$ cat config.mk
export PLATFORM = sky130hd
export DESIGN_NAME = puf_crp_logger
export DESIGN_NICKNAME = d
export VERILOG_FILES = /design/src/rtl/puf_pkg.sv /design/src/rtl/uart_tx_byte.sv /design/src/rtl/puf_crp_logger.sv
export SDC_FILE = /design/constraint.sdc
export NUM_CORES = 1
export LEC_CHECK = 0
export ABC_AREA = 1
export CORE_MARGIN = 4
export CORE_UTILIZATION = 35
export CTS_BUF_LIST = sky130_fd_sc_hd__clkbuf_2 sky130_fd_sc_hd__clkbuf_4 sky130_fd_sc_hd__clkbuf_8
export DETAILED_ROUTE_END_ITERATION = 10
export GPL_TIMING_DRIVEN = 0
export HOLD_SLACK_MARGIN = 0.03
export PLACE_DENSITY = 0.49
export SETUP_SLACK_MARGIN = 0.02
export SLEW_MARGIN = 25
export SYNTH_ARGS = -nofsm -noshare
export SYNTH_HDL_FRONTEND = slang
export SYNTH_HIERARCHICAL = 1
export SYNTH_SLANG_ARGS = --single-unit
export TNS_END_PERCENT = 10
$ cat constraint.sdc
create_clock -name clk -period 4.3 [get_ports clk]
set_clock_uncertainty 0.05 [all_clocks]
set_input_delay 1.29 -clock clk [delete_from_list [all_inputs] [get_ports clk]]
set_output_delay 1.29 -clock clk [all_outputs]
set_load 0.1 [all_outputs]
$ cat src/rtl/puf_pkg.sv
// Shared types and constants for the PUF challenge-response logger.
package puf_pkg;

    localparam int CHAL_W = 6;
    localparam int RESP_W = 8;

    // Marks byte 0 of a pair so the host can resynchronise on the stream.
    localparam logic [1:0] CRP_TAG = 2'b10;

    typedef struct packed {
        logic [CHAL_W-1:0] challenge;
        logic [RESP_W-1:0] response;
    } crp_t;

    typedef enum logic [1:0] {
        IDLE  = 2'd0,
        START = 2'd1,
        DATA  = 2'd2,
        STOP  = 2'd3
    } tx_state_t;

    // First byte on the wire: tag in the top bits, challenge below.
    function automatic logic [7:0] crp_byte0(input crp_t c);
        return {CRP_TAG, c.challenge};
    endfunction

endpackage

$ cat src/rtl/uart_tx_byte.sv
// 8N1 serialiser for one CRP: byte 0 then byte 1, back to back with no gap.
// A load is taken only while ready is high (IDLE). ready comes back in the
// cycle after the second stop bit completes.
module uart_tx_byte
    import puf_pkg::*;
#(
    parameter int CLKS_PER_BIT = 868
) (
    input  logic       clk,
    input  logic       rst,
    input  logic       load,
    input  logic [7:0] data0,
    input  logic [7:0] data1,
    output logic       ready,
    output logic       busy,
    output logic       tx
);

    localparam int BAUD_W = (CLKS_PER_BIT > 1) ? $clog2(CLKS_PER_BIT) : 1;
    localparam logic [BAUD_W-1:0] BAUD_LAST = BAUD_W'(CLKS_PER_BIT - 1);

    tx_state_t         state_q, state_d;
    logic [BAUD_W-1:0] baud_q, baud_d;
    logic [2:0]        bit_q, bit_d;
    logic              byte_q, byte_d;
    logic [7:0]        shreg_q, shreg_d;
    logic [7:0]        hold_q, hold_d;
    logic              tx_q, tx_d;
    logic              baud_end;

    assign baud_end = (baud_q == BAUD_LAST);
    assign ready    = (state_q == IDLE);
    assign busy     = (state_q != IDLE);
    assign tx       = tx_q;

    // Framing FSM; tx is registered from the value the next state will drive.
    always_comb begin
        state_d = state_q;
        baud_d  = baud_q;
        bit_d   = bit_q;
        byte_d  = byte_q;
        shreg_d = shreg_q;
        hold_d  = hold_q;
        case (state_q)
            IDLE: begin
                if (load) begin
                    shreg_d = data0;
                    hold_d  = data1;
                    byte_d  = 1'b0;
                    baud_d  = '0;
                    bit_d   = '0;
                    state_d = START;
                end
            end
            START: begin
                if (baud_end) begin
                    baud_d  = '0;
                    bit_d   = '0;
                    state_d = DATA;
                end else begin
                    baud_d = baud_q + 1'b1;
                end
            end
            DATA: begin
                if (baud_end) begin
                    baud_d  = '0;
                    shreg_d = {1'b0, shreg_q[7:1]};
                    if (bit_q == 3'd7) state_d = STOP;
                    else               bit_d   = bit_q + 1'b1;
                end else begin
                    baud_d = baud_q + 1'b1;
                end
            end
            STOP: begin
                if (baud_end) begin
                    baud_d = '0;
                    if (!byte_q) begin
                        shreg_d = hold_q;
                        byte_d  = 1'b1;
                        state_d = START;
                    end else begin
                        state_d = IDLE;
                    end
                end else begin
                    baud_d = baud_q + 1'b1;
                end
            end
            default: state_d = IDLE;
        endcase
        tx_d = 1'b1;
        case (state_d)
            START:   tx_d = 1'b0;
            DATA:    tx_d = shreg_d[0];
            default: tx_d = 1'b1;
        endcase
    end

    // State register; reset aborts any frame and parks the line high.
    always_ff @(posedge clk) begin
        if (rst) begin
            state_q <= IDLE;
            baud_q  <= '0;
            bit_q   <= '0;
            byte_q  <= 1'b0;
            shreg_q <= '0;
            hold_q  <= '0;
            tx_q    <= 1'b1;
        end else begin
            state_q <= state_d;
            baud_q  <= baud_d;
            bit_q   <= bit_d;
            byte_q  <= byte_d;
            shreg_q <= shreg_d;
            hold_q  <= hold_d;
            tx_q    <= tx_d;
        end
    end

endmodule

$ cat src/rtl/puf_crp_logger.sv
// Captures one CRP per rising edge of done, queues it, and streams each
// pair off-chip as two UART bytes. Overflowing captures are counted.
module puf_crp_logger
    import puf_pkg::*;
#(
    parameter int CLKS_PER_BIT = 868,
    parameter int DEPTH        = 16
) (
    input  logic       clk,
    input  logic       rst,
    input  logic [5:0] challenge,
    input  logic [7:0] response,
    input  logic       done,
    output logic       tx,
    output logic       busy,
    output logic       fifo_full,
    output logic [7:0] drop_cnt
);

    localparam int AW = $clog2(DEPTH);

    logic          done_dly_q, done_dly_d;
    logic          cap_q, cap_d;
    crp_t          cap_crp_q, cap_crp_d;
    crp_t          mem_q [DEPTH];
    logic [AW:0]   wr_ptr_q, wr_ptr_d;
    logic [AW:0]   rd_ptr_q, rd_ptr_d;
    logic [7:0]    drop_cnt_q, drop_cnt_d;

    logic          capture, empty, full, pop, push, drop, ready;
    crp_t          head;

    assign capture   = done & ~done_dly_q;
    assign empty     = (wr_ptr_q == rd_ptr_q);
    assign full      = (wr_ptr_q[AW] != rd_ptr_q[AW]) &&
                       (wr_ptr_q[AW-1:0] == rd_ptr_q[AW-1:0]);
    assign head      = mem_q[rd_ptr_q[AW-1:0]];
    assign pop       = ready & ~empty;
    // A pop in the same cycle frees the slot being written, so accept then.
    assign push      = cap_q & (~full | pop);
    assign drop      = cap_q & full & ~pop;
    assign fifo_full = full;
    assign drop_cnt  = drop_cnt_q;

    // Edge detect, capture register, FIFO pointers and saturating drop count.
    always_comb begin
        done_dly_d = done;
        cap_d      = capture;
        cap_crp_d  = cap_crp_q;
        wr_ptr_d   = wr_ptr_q;
        rd_ptr_d   = rd_ptr_q;
        drop_cnt_d = drop_cnt_q;
        if (capture) begin
            cap_crp_d.challenge = challenge;
            cap_crp_d.response  = response;
        end
        if (push) wr_ptr_d = wr_ptr_q + 1'b1;
        if (pop)  rd_ptr_d = rd_ptr_q + 1'b1;
        if (drop && drop_cnt_q != 8'hFF) drop_cnt_d = drop_cnt_q + 8'd1;
    end

    // Control registers; reset empties the queue and clears the count.
    always_ff @(posedge clk) begin
        if (rst) begin
            done_dly_q <= 1'b0;
            cap_q      <= 1'b0;
            cap_crp_q  <= '0;
            wr_ptr_q   <= '0;
            rd_ptr_q   <= '0;
            drop_cnt_q <= '0;
        end else begin
            done_dly_q <= done_dly_d;
            cap_q      <= cap_d;
            cap_crp_q  <= cap_crp_d;
            wr_ptr_q   <= wr_ptr_d;
            rd_ptr_q   <= rd_ptr_d;
            drop_cnt_q <= drop_cnt_d;
        end
    end

    // FIFO storage; contents need no reset since the pointers gate reads.
    always_ff @(posedge clk) begin
        if (push) mem_q[wr_ptr_q[AW-1:0]] <= cap_crp_q;
    end

    uart_tx_byte #(
        .CLKS_PER_BIT(CLKS_PER_BIT)
    ) u_tx (
        .clk   (clk),
        .rst   (rst),
        .load  (pop),
        .data0 (crp_byte0(head)),
        .data1 (head.response),
        .ready (ready),
        .busy  (busy),
        .tx    (tx)
    );

endmodule
======== Yosys cells after proc, flatten, opt, wreduce, memory -nomap -nowiden ========
Memories as Yosys holds them, arrays and structs flattened. A register that Yosys moved wholly into a read port is not among the register bits.
Index checks and enable logic that the tools add are counted.
operators by class
  add/sub/neg operators ................... 5
  $mul .................................... 0
  div/mod/pow operators ................... 0
  magnitude comparators ................... 0
  equal/unequal tests ..................... 17
  shift operators ......................... 0
  muxes and demuxes ....................... 28
  bitwise gates (word level) .............. 10
  reduce and logical (&&, ||, !) cells .... 12
operators with widths
  operator                 number
  $mux W8                  4
  $pmux W8 S3              1
  $mux W10                 2
  $pmux W10 S2             1
  $mux W3                  4
  $add A10 B1 Y10 const B  1
  $add A5 B1 Y5 const B    2
  $eq A10 B10 Y1 const B   1
  $mux W2                  5
  $reduce_and A5 Y1        2
  $pmux W3 S3              1
  $add A8 B1 Y8 const B    1
  $mux W4                  2
  $ne A8 B8 Y1 const B     1
  $pmux W2 S4              1
  $eq A2 B2 Y1 const B     3
  $ne A2 B1 Y1 const B     3
  $ne A2 B2 Y1 const B     3
  $reduce_bool A3 Y1       2
  $and A1 B1 Y1            5
  $eq A5 B5 Y1             1
  $mux W1                  5
  $eq A2 B1 Y1 const B     2
  $eq A4 B4 Y1             1
  12 further kinds         18
word-level totals
  flip-flop bits (word level) ............. 67
  latch bits .............................. 0
  RAM bits ................................ 224
  ROM bits ................................ 0
  bits of input ports ..................... 17
  word-level logic and storage cells ...... 88
  memories ................................ 1
memory list
  name   words  bits a word  rd ports  clocked after memory_dff  wr ports  line                  RTL
  mem_q  16     14           1         1                         1         puf_crp_logger.sv:25  crp_t mem_q [DEPTH];

======== Depth between registers and ports, before layout ========
Gate-level depths: netlist of run 1.
  depth in word-level cells ............... 7
  depth in mapped cells ................... 14
  gate-level depth less buffers ........... 13

======== By module ========
Netlist of run 1, hierarchy kept.
modules (own cells, without submodules)
  module          instances  cells each  area each (um2)  seq. area each (um2)
  puf_crp_logger  1          906         10,608.9         7,487.2
  uart_tx_byte    1          254         1,735.4          660.6

======== Least setup slack after synthesis of run 1 ========
Ideal clock, no wire load.
  path type ............................... register to output
  start point ............................. register wr_ptr_q[1]
  end point ............................... output port fifo_full
  arrival time ............................ 1.377 ns
  setup slack ............................. 1.583 ns
  cell stages (with the launch flop) ...... 7
  buffers on the path ..................... 0
  cells stage by stage .................... dfxtp_1 inv_2 nand2_1 nand2_1 nor2_2 nand2_1 nor2_4
between the ends
  word-level cells in the longest chain between the ends .. 2
RTL lines
  what                    line                  RTL
  from (decl)             puf_crp_logger.sv:26  logic [AW:0] wr_ptr_q, wr_ptr_d;
  from (signal assigned)  puf_crp_logger.sv:75  wr_ptr_q <= wr_ptr_d;
  $eq A4 B4 Y1            puf_crp_logger.sv:36  (wr_ptr_q[AW-1:0] == rd_ptr_q[AW-1:0]);
  $logic_and A1 B1 Y1     puf_crp_logger.sv:35  assign full = (wr_ptr_q[AW] != rd_ptr_q[AW]) &&
  to (decl)               puf_crp_logger.sv:16  output logic fifo_full,
Every way passes these cells.

======== Worst setup path after layout of run 1 ========
  start point ............................. register u_tx.state_q[0]
  end point ............................... output port busy
between the ends
  word-level cells in the longest chain between the ends .. 1
RTL lines
  what                    line                  RTL
  from (decl)             uart_tx_byte.sv:22    tx_state_t state_q, state_d;
  from (signal assigned)  uart_tx_byte.sv:109   state_q <= state_d;
  $reduce_bool A2 Y1      uart_tx_byte.sv:33    assign busy = (state_q != IDLE);
  to (decl)               puf_crp_logger.sv:15  output logic busy,
Every way passes these cells.

==> impl_results.md, run 1 <==
- Share of cells above drive strength 1: 14.3%
- Total chip power: 7.67 mW
- Final Max Slew Viols: 0
- Fill count: 3312
- # IOs: 28
- Highest routed layer: met4
- GRT Total Usage: 18.1%
- Hold endpoint: u_tx/bit_q[1]
- Post-synth ARST share: 0%
- Multi-input logic area: 0.00380 mm2
- Clk_lat worst skew: 570 ps
- Cells along the critical path: nor2_4 -> inv_2 -> clkdlybuf4s50_1
- Vias in the first global route: 8727
- Drt pass-1 iters: 5
- DR vias: 8918
- Synth unique cells: 42
- Worst hold path cell count: 2
- Dominant synthesized flop cell: edfxtp_1
- Worst r2r path cells: 9
- CTS tree: built
- Max_slew headroom: 33.9%
- R2R Path End: mem_q[6][2]
- Via/cell ratio: 5.08
- Largest net degree at the start of global routing: 18
- Fmax: 260 MHz
- Worst hold slack: 400 ps
- Register-to-register setup slack: 1480 ps
- Top-count cell post-synth: nor2_1
- Core box area: 0.0346 mm2
- Worst hold start: u_tx/bit_q[1]
- Longest Clk Path Bufs: 3
- Power Dens Cells: 530 mW/mm2
- Tmin final: 3850 ps
- Metal2 WL: 15900 um
- Final wirelength: 35000 um
- CP max-delay cell: clkdlybuf4s50_1
- Global placement routability congestion: 0.840
- Worst reg2reg path startpoint: u_tx/state_q[1]
- RSZ-0062 raised after global routing: false
- Root Buffer: clkbuf_8
- P&R area growth vs syn: 17.2%
- Number of I/O port buffers: 27
- Synth Area per Inst: 10.6 um2
- Hold Violations, Final: 0
- # DRC: 0
- Hold Crit Class: reg -> reg
- Status: finished, final reports clean
- Row count: 68
- Yosys warns: 6
- Top post-synthesis cells by area: edfxtp_1 54%, dfxtp_1 12%, nor2_1 7.7%
- Req. time, crit path: 2960 ps
- Die height: 196 um
- Number of H-tree levels: 2
- Slew @ Worst Pin: 989 ps
- Critical Path Sink Type: output port
- First-pass GRT wire length: 53300 um
- Hold-fix buffers at CTS: 0
- Gate Count Post-Synth: 1160
- Die width: 196 um
- Die footprint: 0.0383 mm2
- Initial DRC Count: 720
- Ant. Diodes: 0
- Tcrit/Tclk final: 89.5%
- Global route overflow: 0
- Initial antenna violation count: 0
- EDFF count, synth: 224
- Routed met1 length: 16400 um
- Sequential cell area fraction in the yosys report: 66.0%
- Initial Util: 35.6%
- Max-Cap Viols: 0
- Nets: 1298
- Peak supply drop: 0.212 mV
- Critical-path maximum fanout: 6
- Clock transition at path regs: 60 ps
- Critical Path Start: u_tx/state_q[0]
- Syn Nets: 1186
- CP Launch Type: flop
- Clock sink count: 295
- Post-route ant nets: 0
- Crit path buffers/inverters: 2
- Setup Viol. Count Final: 0
- Sequential Area: 0.00815 mm2
- Crit-path max cell delay: 1140 ps
- WP data arrival: 2510 ps
- P_leak: 4.94 nW
- Met3 Wirelength: 1520 um
- Post-synth top cells: 252 x nor2_1, 224 x edfxtp_1, 153 x o21ai_0, 120 x nand2_1, 71 x dfxtp_1
- HPWL Detailed: 24700 um
- CP top delay family: buffers and inverters
- FF+latch count, synth: 295
- Synth top area share: 54.5%
- Synth Cell Area: 0.0123 mm2
- CTS Buf Count: 52
- Setup CP Type: reg -> out
- Wire per inst: 19.9 um
- Synth area leader: edfxtp_1
[final cells by class]
cell class / count / area share (%)
sequential: 295 / 56.3
clock buffer: 72 / 6.11
tap: 455 / 3.93
clock inverter: 12 / 0.398
timing repair buffer: 58 / 3.67
inverter: 55 / 1.43
buffer: 56 / 1.87
multi-input combinational: 754 / 26.3
[metal layers]
layer  global-route usage (%)  vias up
met3                     2.63       73
met5                        0        -
met1                     25.6     4330
met4                     6.67        0
li1                         -     4300
met2                     28.6      215
[registers in the layout (all words and copies together), names as in the netlist, 3 cells and up, named ones only]
name,flops
drop_cnt,8
rd_ptr_q,5
u_tx/baud_q,10
cap_crp_q,14
wr_ptr_q,5
u_tx/hold_q,8
u_tx/bit_q,3
u_tx/shreg_q,8
mem_q,224
[power by group]
| group | internal, mW | switching, mW |
|---|---|---|
| sequential | 3.20 | 0.150 |
| clock | 1.31 | 1.10 |
| combinational | 0.552 | 1.36 |
[cell usage in the layout, fill, tap and decap left out, types with 3 or more instances in the layout]
cell,synthesis,layout
nor2_2,4,4
clkbuf_8,0,55
clkbuf_1,30,30
nand4_1,10,10
buf_6,3,10
inv_1,43,43
nor2_4,6,7
inv_2,11,11
clkinv_2,0,6
nand2_2,4,4
clkdlybuf4s50_1,0,26
nor3_2,0,15
nor3_1,19,4
nor2_1,252,251
a21oi_2,4,4
nand3_2,3,3
buf_1,3,3
ha_1,9,9
nand3_1,44,44
o21ai_0,153,153
a21oi_1,31,31
clkinv_1,1,6
a31oi_1,6,6
o211ai_1,56,56
dfxtp_1,71,71
edfxtp_1,224,224
and3_1,4,4
clkbuf_4,1,18
buf_4,4,28
o21ai_1,6,6
buf_2,15,15
nand2_1,120,120
xor2_1,7,7
[worst reg2reg max path: cells and delay by family (launching register included)]
kind | cells | cell delay [ps]
and+or+nand+nor | 4 | 1140
buffers and inverters | 5 | 1020
DFF | 1 | 290
[worst max path at each step]
stage	endpoint	slack, ps	depth (start not counted)
floorplan	fifo_full	1580	6
global placement	mem_q[5][7]	-70	7
detailed placement	fifo_full	660	7
CTS	fifo_full	20	7
global route	fifo_full	240	7
finish	busy	450	3
[through the flow]
step / cell area (um2) / setup TNS (ps) / setup slack, ps / std cells / util [%]
4_1_cts: 14500 / 0 / 20.9 / 1757 / 41.8
2_1_floorplan: 12300 / 0 / 1580 / 1160 / -
5_1_grt: 14500 / 0 / 235 / 1757 / 41.8
3_5_place_dp: 13500 / 0 / 660 / 1673 / 39.1
3_3_place_gp: 13200 / -1210 / -66.3 / 1642 / 38.1
6_report: 14500 / 0 / 451 / 1757 / 41.8
[cells by family (layout without fill, tap and decap cells)]
kind of cell,count (synthesis),count (layout),synth area share [%]
simple gates,470,470,16.2
fa+ha+maj,9,9,0.912
other cells,2,2,0.0608
flops,295,295,66.0
compound gates,263,263,12.2
xor+xnor,10,10,0.770
buf+inv,111,253,3.86
[repair_timing]
item / CTS / global route
endpoints found under the setup margin: 0 / 1
resized for setup: 0 / 1
setup buffers: 0 / 0
No activity file was read; power rests on OpenSTA's default activity.
==> run 2, diff against run 1 <==
- CORE_UTILIZATION: 35 -> 31
- PLACE_DENSITY: 0.49 -> 0.45
==> run 2 against run 1 <==
Compared with the run above:
- combinational power about the same
- core utilization down 4.2 points
- clock-buffer cell count up 1
- register-to-register slack about the same
==> impl_results.md, run 2 (synthesis results as in run 1) <==
- Hold-fix buffers at CTS: 0 (unchanged)
- P_leak: 4.97 nW (was 4.94 nW)
- WP data arrival: 2600 ps (was 2510 ps)
- DP Cell Count: 1737 (was 1673)
- CTS Buf Count: 51 (was 52)
- Core box area: 0.0390 mm2 (was 0.0346 mm2)
- P&R area growth vs syn: 18.7% (was 17.2%)
- Die height: 208 um (was 196 um)
- Largest net degree at the start of global routing: 18 (unchanged)
- Setup Viol. Count Final: 0 (unchanged)
- Number of H-tree levels: 2 (unchanged)
- Initial Util: 31.6% (was 35.6%)
- Worst hold slack: 405 ps (was 400 ps)
- Fmax: 254 MHz (was 260 MHz)
- Commonest cells after routing, fill and taps aside: 251 x nor2_1, 224 x edfxtp_1, 153 x o21ai_0 (unchanged)
- Critical-path maximum fanout: 7 (was 6)
- Row count: 72 (was 68)
- HPWL Detailed: 25500 um (was 24700 um)
- Status: finished, final reports clean (unchanged)
- DR vias: 8884 (was 8918)
- Ant. Diodes: 0 (unchanged)
- Setup CP Type: reg -> out (unchanged)
- # IOs: 28 (unchanged)
- Clk_lat worst skew: 580 ps (was 570 ps)
- Post-route ant nets: 0 (unchanged)
- Global route overflow: 0 (unchanged)
- First-pass GRT wire length: 55000 um (was 53300 um)
- Worst hold path cell count: 2 (unchanged)
- Wire per inst: 19.8 um (was 19.9 um)
- CTS tree: built (unchanged)
- Max_slew headroom: 34.7% (was 33.9%)
- Nets: 1298 (unchanged)
- Die width: 208 um (was 196 um)
- Sequential Area: 0.00815 mm2 (unchanged)
- CP Launch Type: flop (unchanged)
- Initial antenna violation count: 0 (unchanged)
- Peak supply drop: 0.280 mV (was 0.212 mV)
- Die footprint: 0.0431 mm2 (was 0.0383 mm2)
- Slew @ Worst Pin: 977 ps (was 989 ps)
- Clock sink count: 295 (unchanged)
- Req. time, crit path: 2960 ps (about the same)
- Worst r2r path cells: 9 (unchanged)
- Worst hold start: u_tx/bit_q[2] (was u_tx/bit_q[1])
- Max-Cap Viols: 0 (unchanged)
- Longest Clk Path Bufs: 3 (unchanged)
- Hold Crit Class: reg -> reg (unchanged)
- R2R Path End: u_tx/tx (was mem_q[6][2])
- Register-to-register setup slack: 1480 ps (about the same)
- Multi-input logic area: 0.00380 mm2 (unchanged)
- Fill count: 3890 (was 3312)
- # DRC: 0 (unchanged)
- TNS Setup: 0 ps (unchanged)
- Clock transition at path regs: 60 ps (about the same)
- Number of I/O port buffers: 27 (unchanged)
- Share of cells above drive strength 1: 14.8% (was 14.3%)
- Power Dens Cells: 539 mW/mm2 (was 530 mW/mm2)
- Tcrit/Tclk final: 91.7% (was 89.5%)
- Commonest non-fill, non-tap cell in the layout: nor2_1 (unchanged)
- Critical Path Sink Type: output port (unchanged)
- Global placement routability congestion: 0.842 (was 0.840)
- GRT Total Usage: 16.6% (was 18.1%)
- Final wirelength: 36300 um (was 35000 um)
- Fin cells: 1833 (was 1757)
- Tmin final: 3940 ps (was 3850 ps)
- Hold Violations, Final: 0 (unchanged)
- Vias in the first global route: 8682 (was 8727)
- RSZ-0062 raised after global routing: false (unchanged)
- Drt pass-1 iters: 7 (was 5)
- Max FFs per register: 224 (unchanged)
- Hold endpoint: u_tx/bit_q[2] (was u_tx/bit_q[1])
- Initial DRC Count: 773 (was 720)
- Root Buffer: clkbuf_8 (unchanged)
- Final Max Slew Viols: 0 (unchanged)
- Via/cell ratio: 4.85 (was 5.08)
## run 2: changes by cell type in the layout (fill, tap and decap cells not counted), sizes merged
cell          change
clkinv            +7
clkinvlp          +3
bufinv            +2
buf               +1
clkbuf            +1
dlygate4sd2       +1
dlymetal6s2s      -1
inv               -1
## run 2: worst max path at each step
stage,start,end,depth (start not counted)
2_1_floorplan,wr_ptr_q[1],fifo_full,6
3_3_place_gp,u_tx/state_q[1],mem_q[5][7],7
3_5_place_dp,wr_ptr_q[0],fifo_full,7
4_1_cts,wr_ptr_q[1],fifo_full,7
5_1_grt,wr_ptr_q[0],fifo_full,7
6_report,wr_ptr_q[1],fifo_full,7
## run 2: report_power, final
group,switching (mW),internal (mW)
Clock,1.15,1.45
Combinational,1.39,0.551
Sequential,0.153,3.20
Total,2.69,5.20
## run 2: area by class of cell
cell class	instances	area share (%)
repair buffers	59	3.63
flip-flops and latches	295	55.6
multi-input cells	754	25.9
clock buffers	73	6.05
clock inverters	23	1.09
plain buffers	56	1.84
inverters	55	1.41
well taps	518	4.42
## run 2: repair_timing
action,4_1_cts,5_1_grt
gates resized for setup,1,0
endpoints found under the setup margin,1,0
buffers inserted,0,0
## run 2: critical path: stages, from the launching register on
cell and delay (ps):
dfxtp_1 430, inv_2 80, nand2_1 60, nand2_1 60, nor2_2 190, nand2_1 120
nor2_4 180, dlygate4sd2_1 890
## run 2: per-layer routing
layer / vias up / routed length (um) / GRT usage, %
li1: 4310 / - / -
met1: 4292 / 16300 / 22.9
met2: 225 / 17200 / 27.4
met3: 57 / 1860 / 2.33
met4: 0 / 849 / 4.79
met5: - / 0 / 0
## run 2: through the flow
step | power (mW) | utilization, % | setup slack [ps] | instance area (um2)
finish | 7.90 | 37.6 | 356 | 14700
global route | 8.34 | 37.6 | 162 | 14700
CTS | 8.00 | 37.6 | 299 | 14700
detailed placement | 5.37 | 34.9 | 673 | 13600
global placement | 5.37 | 34.0 | -147 | 13300
floorplan | 4.61 | - | 1580 | 12300
